## config.mk

```make
export PLATFORM = sky130hd
export DESIGN_NAME = regfile_writeback_arbiter
export DESIGN_NICKNAME = d
export VERILOG_FILES = /design/src/rtl/regfile_pkg.sv /design/src/rtl/regfile_writeback_arbiter_picker.sv /design/src/rtl/regfile_writeback_arbiter.sv
export SDC_FILE = /design/constraint.sdc
export NUM_CORES = 2
export LEC_CHECK = 0
export CAP_MARGIN = 0
export CORE_AREA = 8 8 281 283
export CTS_BUF_LIST = sky130_fd_sc_hd__clkbuf_16
export DETAILED_ROUTE_END_ITERATION = 6
export DIE_AREA = 0 0 289 291
export PLACE_DENSITY = 0.78
export REMOVE_ABC_BUFFERS = 1
export SYNTH_ARGS = -nofsm -noshare
export SYNTH_HDL_FRONTEND = slang
export SYNTH_SLANG_ARGS = --single-unit
```

## constraint.sdc

```tcl
create_clock -name clk -period 14.8 [get_ports clk]
set_input_delay 2.96 -clock clk [delete_from_list [all_inputs] [get_ports clk]]
set_output_delay 2.96 -clock clk [all_outputs]
set_load 0.005 [all_outputs]
```

## src/rtl/regfile_pkg.sv

```systemverilog
// Shared defaults and types for the register-file write-back path.
package regfile_pkg;
  localparam int RF_DATA_WIDTH  = 64;
  localparam int RF_REG_COUNT   = 256;
  localparam int RF_ADDR_WIDTH  = $clog2(RF_REG_COUNT);
  localparam int RF_SRC_COUNT   = 6;
  localparam int RF_WRITE_PORTS = 4;

  // Index width that stays at least one bit for single-entry vectors.
  function automatic int ptr_width(input int n);
    return (n > 1) ? $clog2(n) : 1;
  endfunction

  localparam int RR_PTR_WIDTH = ptr_width(RF_SRC_COUNT);

  typedef struct packed {
    logic [RF_ADDR_WIDTH-1:0] addr;
    logic [RF_DATA_WIDTH-1:0] data;
  } wb_req_t;
endpackage

```

## src/rtl/regfile_writeback_arbiter_picker.sv

```systemverilog
// Combinational round-robin picker: up to WRITE_PORTS grants per scan,
// skipping any source whose address matches an earlier grant in the same scan.
module rr_multi_grant_picker
  import regfile_pkg::*;
#(
  parameter int ADDR_WIDTH  = RF_ADDR_WIDTH,
  parameter int SRC_COUNT   = RF_SRC_COUNT,
  parameter int WRITE_PORTS = RF_WRITE_PORTS,
  localparam int SW = ptr_width(SRC_COUNT),
  localparam int PW = ptr_width(WRITE_PORTS)
) (
  input  logic [SRC_COUNT-1:0]   valid,
  input  logic [ADDR_WIDTH-1:0]  addrs [SRC_COUNT],
  input  logic [SW-1:0]          ptr,
  output logic [SRC_COUNT-1:0]   grant,
  output logic [SW-1:0]          port_src [WRITE_PORTS],
  output logic [WRITE_PORTS-1:0] port_vld
);
  logic [SW:0]           pos;
  logic [SW-1:0]         sidx;
  logic [PW:0]           cnt;
  logic                  clash;
  logic [ADDR_WIDTH-1:0] taken [WRITE_PORTS];

  always_comb begin
    grant    = '0;
    port_vld = '0;
    port_src = '{default: '0};
    taken    = '{default: '0};
    pos      = '0;
    sidx     = '0;
    cnt      = '0;
    clash    = 1'b0;
    for (int i = 0; i < SRC_COUNT; i++) begin
      pos = {1'b0, ptr} + (SW+1)'(i);
      if (pos >= (SW+1)'(SRC_COUNT)) pos = pos - (SW+1)'(SRC_COUNT);
      sidx  = pos[SW-1:0];
      clash = 1'b0;
      for (int k = 0; k < WRITE_PORTS; k++) begin
        if (((PW+1)'(k) < cnt) && (taken[PW'(k)] == addrs[sidx])) clash = 1'b1;
      end
      // k-th grant in scan order lands on write port k
      if (valid[sidx] && (cnt < (PW+1)'(WRITE_PORTS)) && !clash) begin
        grant[sidx]              = 1'b1;
        port_vld[cnt[PW-1:0]]    = 1'b1;
        port_src[cnt[PW-1:0]]    = sidx;
        taken[cnt[PW-1:0]]       = addrs[sidx];
        cnt                      = cnt + (PW+1)'(1);
      end
    end
  end
endmodule

```

## src/rtl/regfile_writeback_arbiter.sv

```systemverilog
// Write-back arbiter: grants source handshakes round-robin and registers the
// winners onto the register-file write ports one cycle later.
module regfile_writeback_arbiter
  import regfile_pkg::*;
#(
  parameter int DATA_WIDTH  = RF_DATA_WIDTH,
  parameter int REG_COUNT   = RF_REG_COUNT,
  parameter int ADDR_WIDTH  = $clog2(REG_COUNT),
  parameter int SRC_COUNT   = RF_SRC_COUNT,
  parameter int WRITE_PORTS = RF_WRITE_PORTS
) (
  input  logic                              clk,
  input  logic                              sync_rst,
  input  logic                              clk_en,
  input  logic [SRC_COUNT-1:0]              src_valid,
  input  logic [ADDR_WIDTH*SRC_COUNT-1:0]   src_addr,
  input  logic [DATA_WIDTH*SRC_COUNT-1:0]   src_data,
  output logic [SRC_COUNT-1:0]              src_ready,
  output logic [WRITE_PORTS-1:0]            wr_en,
  output logic [ADDR_WIDTH*WRITE_PORTS-1:0] addr,
  output logic [DATA_WIDTH*WRITE_PORTS-1:0] wr_data
);
  localparam int SW = ptr_width(SRC_COUNT);
  localparam int PW = ptr_width(WRITE_PORTS);

  logic [ADDR_WIDTH-1:0]  sa [SRC_COUNT];
  logic [DATA_WIDTH-1:0]  sd [SRC_COUNT];
  logic [SRC_COUNT-1:0]   grant;
  logic [SW-1:0]          port_src [WRITE_PORTS];
  logic [WRITE_PORTS-1:0] port_vld;
  logic [ADDR_WIDTH-1:0]  nxt_addr [WRITE_PORTS];
  logic [DATA_WIDTH-1:0]  nxt_data [WRITE_PORTS];
  logic [SW-1:0]          last;
  logic [SW-1:0]          nxt_ptr;

  logic [SW-1:0]          rr_ptr;
  logic [WRITE_PORTS-1:0] wr_en_p1;
  logic [ADDR_WIDTH-1:0]  addr_p1 [WRITE_PORTS];
  logic [DATA_WIDTH-1:0]  data_p1 [WRITE_PORTS];

  for (genvar i = 0; i < SRC_COUNT; i++) begin : g_src
    assign sa[i] = src_addr[i*ADDR_WIDTH +: ADDR_WIDTH];
    assign sd[i] = src_data[i*DATA_WIDTH +: DATA_WIDTH];
  end

  rr_multi_grant_picker #(
    .ADDR_WIDTH  (ADDR_WIDTH),
    .SRC_COUNT   (SRC_COUNT),
    .WRITE_PORTS (WRITE_PORTS)
  ) u_picker (
    .valid    (src_valid),
    .addrs    (sa),
    .ptr      (rr_ptr),
    .grant    (grant),
    .port_src (port_src),
    .port_vld (port_vld)
  );

  // Handshakes only complete on edges that actually update state.
  assign src_ready = (clk_en && !sync_rst) ? grant : '0;

  for (genvar k = 0; k < WRITE_PORTS; k++) begin : g_port
    assign nxt_addr[k] = port_vld[k] ? sa[port_src[k]] : '0;
    assign nxt_data[k] = port_vld[k] ? sd[port_src[k]] : '0;
    assign addr[k*ADDR_WIDTH +: ADDR_WIDTH]    = addr_p1[k];
    assign wr_data[k*DATA_WIDTH +: DATA_WIDTH] = data_p1[k];
  end

  // Pointer moves just past the last source granted in scan order.
  always_comb begin
    last = '0;
    for (int k = 0; k < WRITE_PORTS; k++) begin
      if (port_vld[PW'(k)]) last = port_src[PW'(k)];
    end
    if (port_vld == '0)                     nxt_ptr = rr_ptr;
    else if (last == SW'(SRC_COUNT - 1))    nxt_ptr = '0;
    else                                    nxt_ptr = last + SW'(1);
  end

  // p1: registered write-port bundle
  always_ff @(posedge clk) begin
    if (sync_rst) begin
      rr_ptr   <= '0;
      wr_en_p1 <= '0;
      addr_p1  <= '{default: '0};
      data_p1  <= '{default: '0};
    end else if (clk_en) begin
      rr_ptr   <= nxt_ptr;
      wr_en_p1 <= port_vld;
      addr_p1  <= nxt_addr;
      data_p1  <= nxt_data;
    end
  end

  assign wr_en = wr_en_p1;
endmodule

```

==> flow_summary.ini <==
[outcome]
status = finished with violations
failed_checks = design-rule violations

[floorplan]
die_x_um = 289
die_area_mm2 = 0.0841
io_pins = 739
num_rows = 101
die_y_um = 291
core_mm2 = 0.0748
start_util = 0.403

[sta]
setup_viol = 0
fin_ws_ns = 0.552
finClkSkew_ns = 0.0258
worst_pin_slew_ns = 1.26
slew_headroom = 0.154
min_period_over_period = 0.963
slew_viol_final = 0
rsz0062_at_grt = false
hold_violations = 0
period_needed_ns = 14.25
fmax_ghz = 0.0702

[clock_tree]
ctsLongestPathBuffers = 3
clockRootBuffer = clkbuf_16
cts_buffers = 40
clkTransAtPathRegs_ns = 0.05
clock_sinks = 295
cts_tree = done
htreeDepth = 2
clk_latency_ns = 0.59

[grt]
globalRouteOverflowTotal = 0
antenna_found_initial = 49
grt_pass1_vias = 35500
grt_max_degree = 132
grt_usage = 0.375
grt_pass1_wl_mm = 241

[logic_synthesis]
synthSimpleGateAreaFrac = 0.264
ys_seq_area_frac = 0.196
synth-xor-area-share = 0.0203
synthCells = 4055
yosys_warnings = 0
synthesis.area_mm2 = 0.0302
syn_area_per_cell_um2 = 7.44
synth_edf_count = 0
synthArstFlopShare = 0
muxShareOfSynthArea = 0.252
yosysTopAreaCellShare = 0.196
synth_top_family_by_area = simple AND/OR/NAND/NOR gates
ys_ff_latch = 295
yosys.area_share.adder = 0.00912
synth_ff_type = dfxtp_1
synth.top_cells.by_area = dfxtp_1 20%, mux2i_1 18%, nand2_1 13%, mux4_2 5.7%, nand4_1 4.6%
yosysUniqueCellTypes = 101
synth_compound_area_frac = 0.200
yosys.area.top_type = dfxtp_1

[worst_setup_path]
critPathMaxFanout = 24
start_kind = input port
crit_required_ns = 11.84
critPathMaxStageDelay_ns = 0.54
path_class = in2out
slowest_stage = a2111oi_0
endpoint_kind = output port
cp_common_cell = buf_4
arrival_ns = 11.29

[route]
wl_per_cell_um = 29.5
initialDrtViolationCount = 4883
firstDrtPassIters = 7
vias_per_cell = 6.62
final_antenna_net_count = 0
drc = 5
detail_route.wirelength_mm = 168
vias = 37700

[finish]
nFillCells = 6991
postLayoutCellArea_mm2 = 0.0403
layout.area.seq_mm2 = 0.00591
fin_nets = 5105
multiInputGateArea_mm2 = 0.0228
area.growth.synth_to_final_pct = 33.4
drive_gt1_frac = 0.0829
final_cells = 5698

[worst_hold_path]
hold_class = reg2reg

[placed_design]
dp.cells = 5578
dpl.hpwl_mm = 117
dpl_cell_area_mm2 = 0.0388
pre_cts_slack_ns = 0.498
io_buffer_count = 738
gp_congestion = 1.08

[job]
maxCapViolations = 0
[critical path, delay by kind of cell]
kind            cells  cell delay (ns)
fa+ha+maj           3             0.82
compound gates     10             2.69
mux                 2             0.46
simple gates       11             1.83
buf+inv            10             2.49
[synthesized netlist by cell type (29+ instances only)]
| library cell | count |
|---|---|
| inv_1 | 49 |
| dfxtp_1 | 295 |
| and4_1 | 75 |
| mux4_2 | 76 |
| o21ai_0 | 140 |
| a31oi_1 | 29 |
| nand3_1 | 155 |
| nor2_1 | 110 |
| mux2_2 | 30 |
| mux2i_1 | 548 |
| nand2_1 | 1068 |
| clkbuf_1 | 196 |
| nor3_1 | 37 |
| buf_1 | 32 |
| o211ai_1 | 92 |
| buf_2 | 82 |
| nand4_1 | 222 |
| o211a_1 | 72 |
| a21oi_1 | 274 |
| xnor2_1 | 51 |
| a22o_1 | 80 |
[cell type report]
cell class                      instances  share of cell area
Sequential cell                       295               0.147
Clock buffer                           41              0.0255
Clock inverter                         30             0.00625
Multi-Input combinational cell       3367               0.566
Antenna cell                           49             0.00305
Inverter                               50             0.00479
Tap cell                              978              0.0304
Timing Repair Buffer                  888               0.217
[path summary, 6_finish.rpt]
path / from / end / slack (ns) / cells past startpoint
setup / recovery: src_valid[2] / src_ready[2] / 0.55 / 36
hold / removal: addr[27] / addr[27] / 0.46 / 2
setup reg to reg: rr_ptr[0] / wr_data[160] / 2.90 / 33
hold reg to reg: addr[27] / addr[27] / 0.46 / 2
[cell usage in the layout, fill, tap and decap left out, types with 6 or more instances in the layout]
cell type        Yosys  final
nand2b_1            10     10
nand2_1           1068   1066
mux2i_1            548    544
a311oi_1            14     14
a21oi_1            274    272
xnor2_1             51     48
o22ai_1             11     11
a31oi_1             29     26
a21o_1              11     10
mux2_2              30     29
a211oi_1            17     16
a221oi_1             7      7
and4_1              75     75
clkinv_1             1      6
buf_12               0     19
a22oi_1             17     16
nor2_1             110    107
nand3_1            155    155
o2111ai_1           11     11
o221ai_1            10     10
o21ai_0            140    138
clkbuf_16            0     41
xor2_1              17     16
ha_1                22     22
nor3_1              37     35
o211ai_1            92     92
nand4_1            222    222
inv_1               49     59
clkdlybuf4s50_1      0    737
a22o_1              80     78
and2_1              19     18
buf_4               11    132
o211a_1             72     72
dfxtp_1            295    294
diode_2              0     49
mux4_2              76     76
[registers in the layout, indices dropped and copies added, names as in the netlist]
name,flops
rr_ptr,3
addr,32
wr_en,4
wr_data,256
[per-stage QoR]
stage	setup TNS [ns]	hold slack, ns	utilization
5_1_grt	0	0.479	0.538
2_1_floorplan	-1193.63	0.447	-
3_5_place_dp	0	0.456	0.519
6_report	0	0.461	0.538
3_3_place_gp	0	0.451	0.519
4_1_cts	0	0.465	0.536
[cells by family (layout without fill, tap and decap cells)]
| family | Yosys count | in the layout |
|---|---|---|
| AO/OA/AOI/OAI | 879 | 879 |
| XOR/XNOR | 69 | 69 |
| adder cells (fa/ha/maj) | 22 | 22 |
| buffers and inverters | 393 | 1009 |
| flip-flops | 295 | 295 |
| multiplexers | 658 | 658 |
| other | 0 | 49 |
| AND/OR/NAND/NOR | 1739 | 1739 |
[routing by layer]
layer / global-route usage / share of wire / up-vias
met3: 0.131 / 0.14 / 716
met4: 0.242 / 0.075 / 2
li1: - / - / 16200
met1: 0.458 / 0.36 / 17800
met5: 0 / 0.000077 / -
met2: 0.556 / 0.42 / 2980
[timing repair]
action | 4_1_cts | 5_1_grt
resized for setup | 0 | 12
setup buffers | 0 | 0
setup endpoints to repair | 0 | 6
hold buffers | 0 | 0
Power is not shown: default switching activity piles up to over one toggle a cycle in this logic, so the estimate is an artifact.
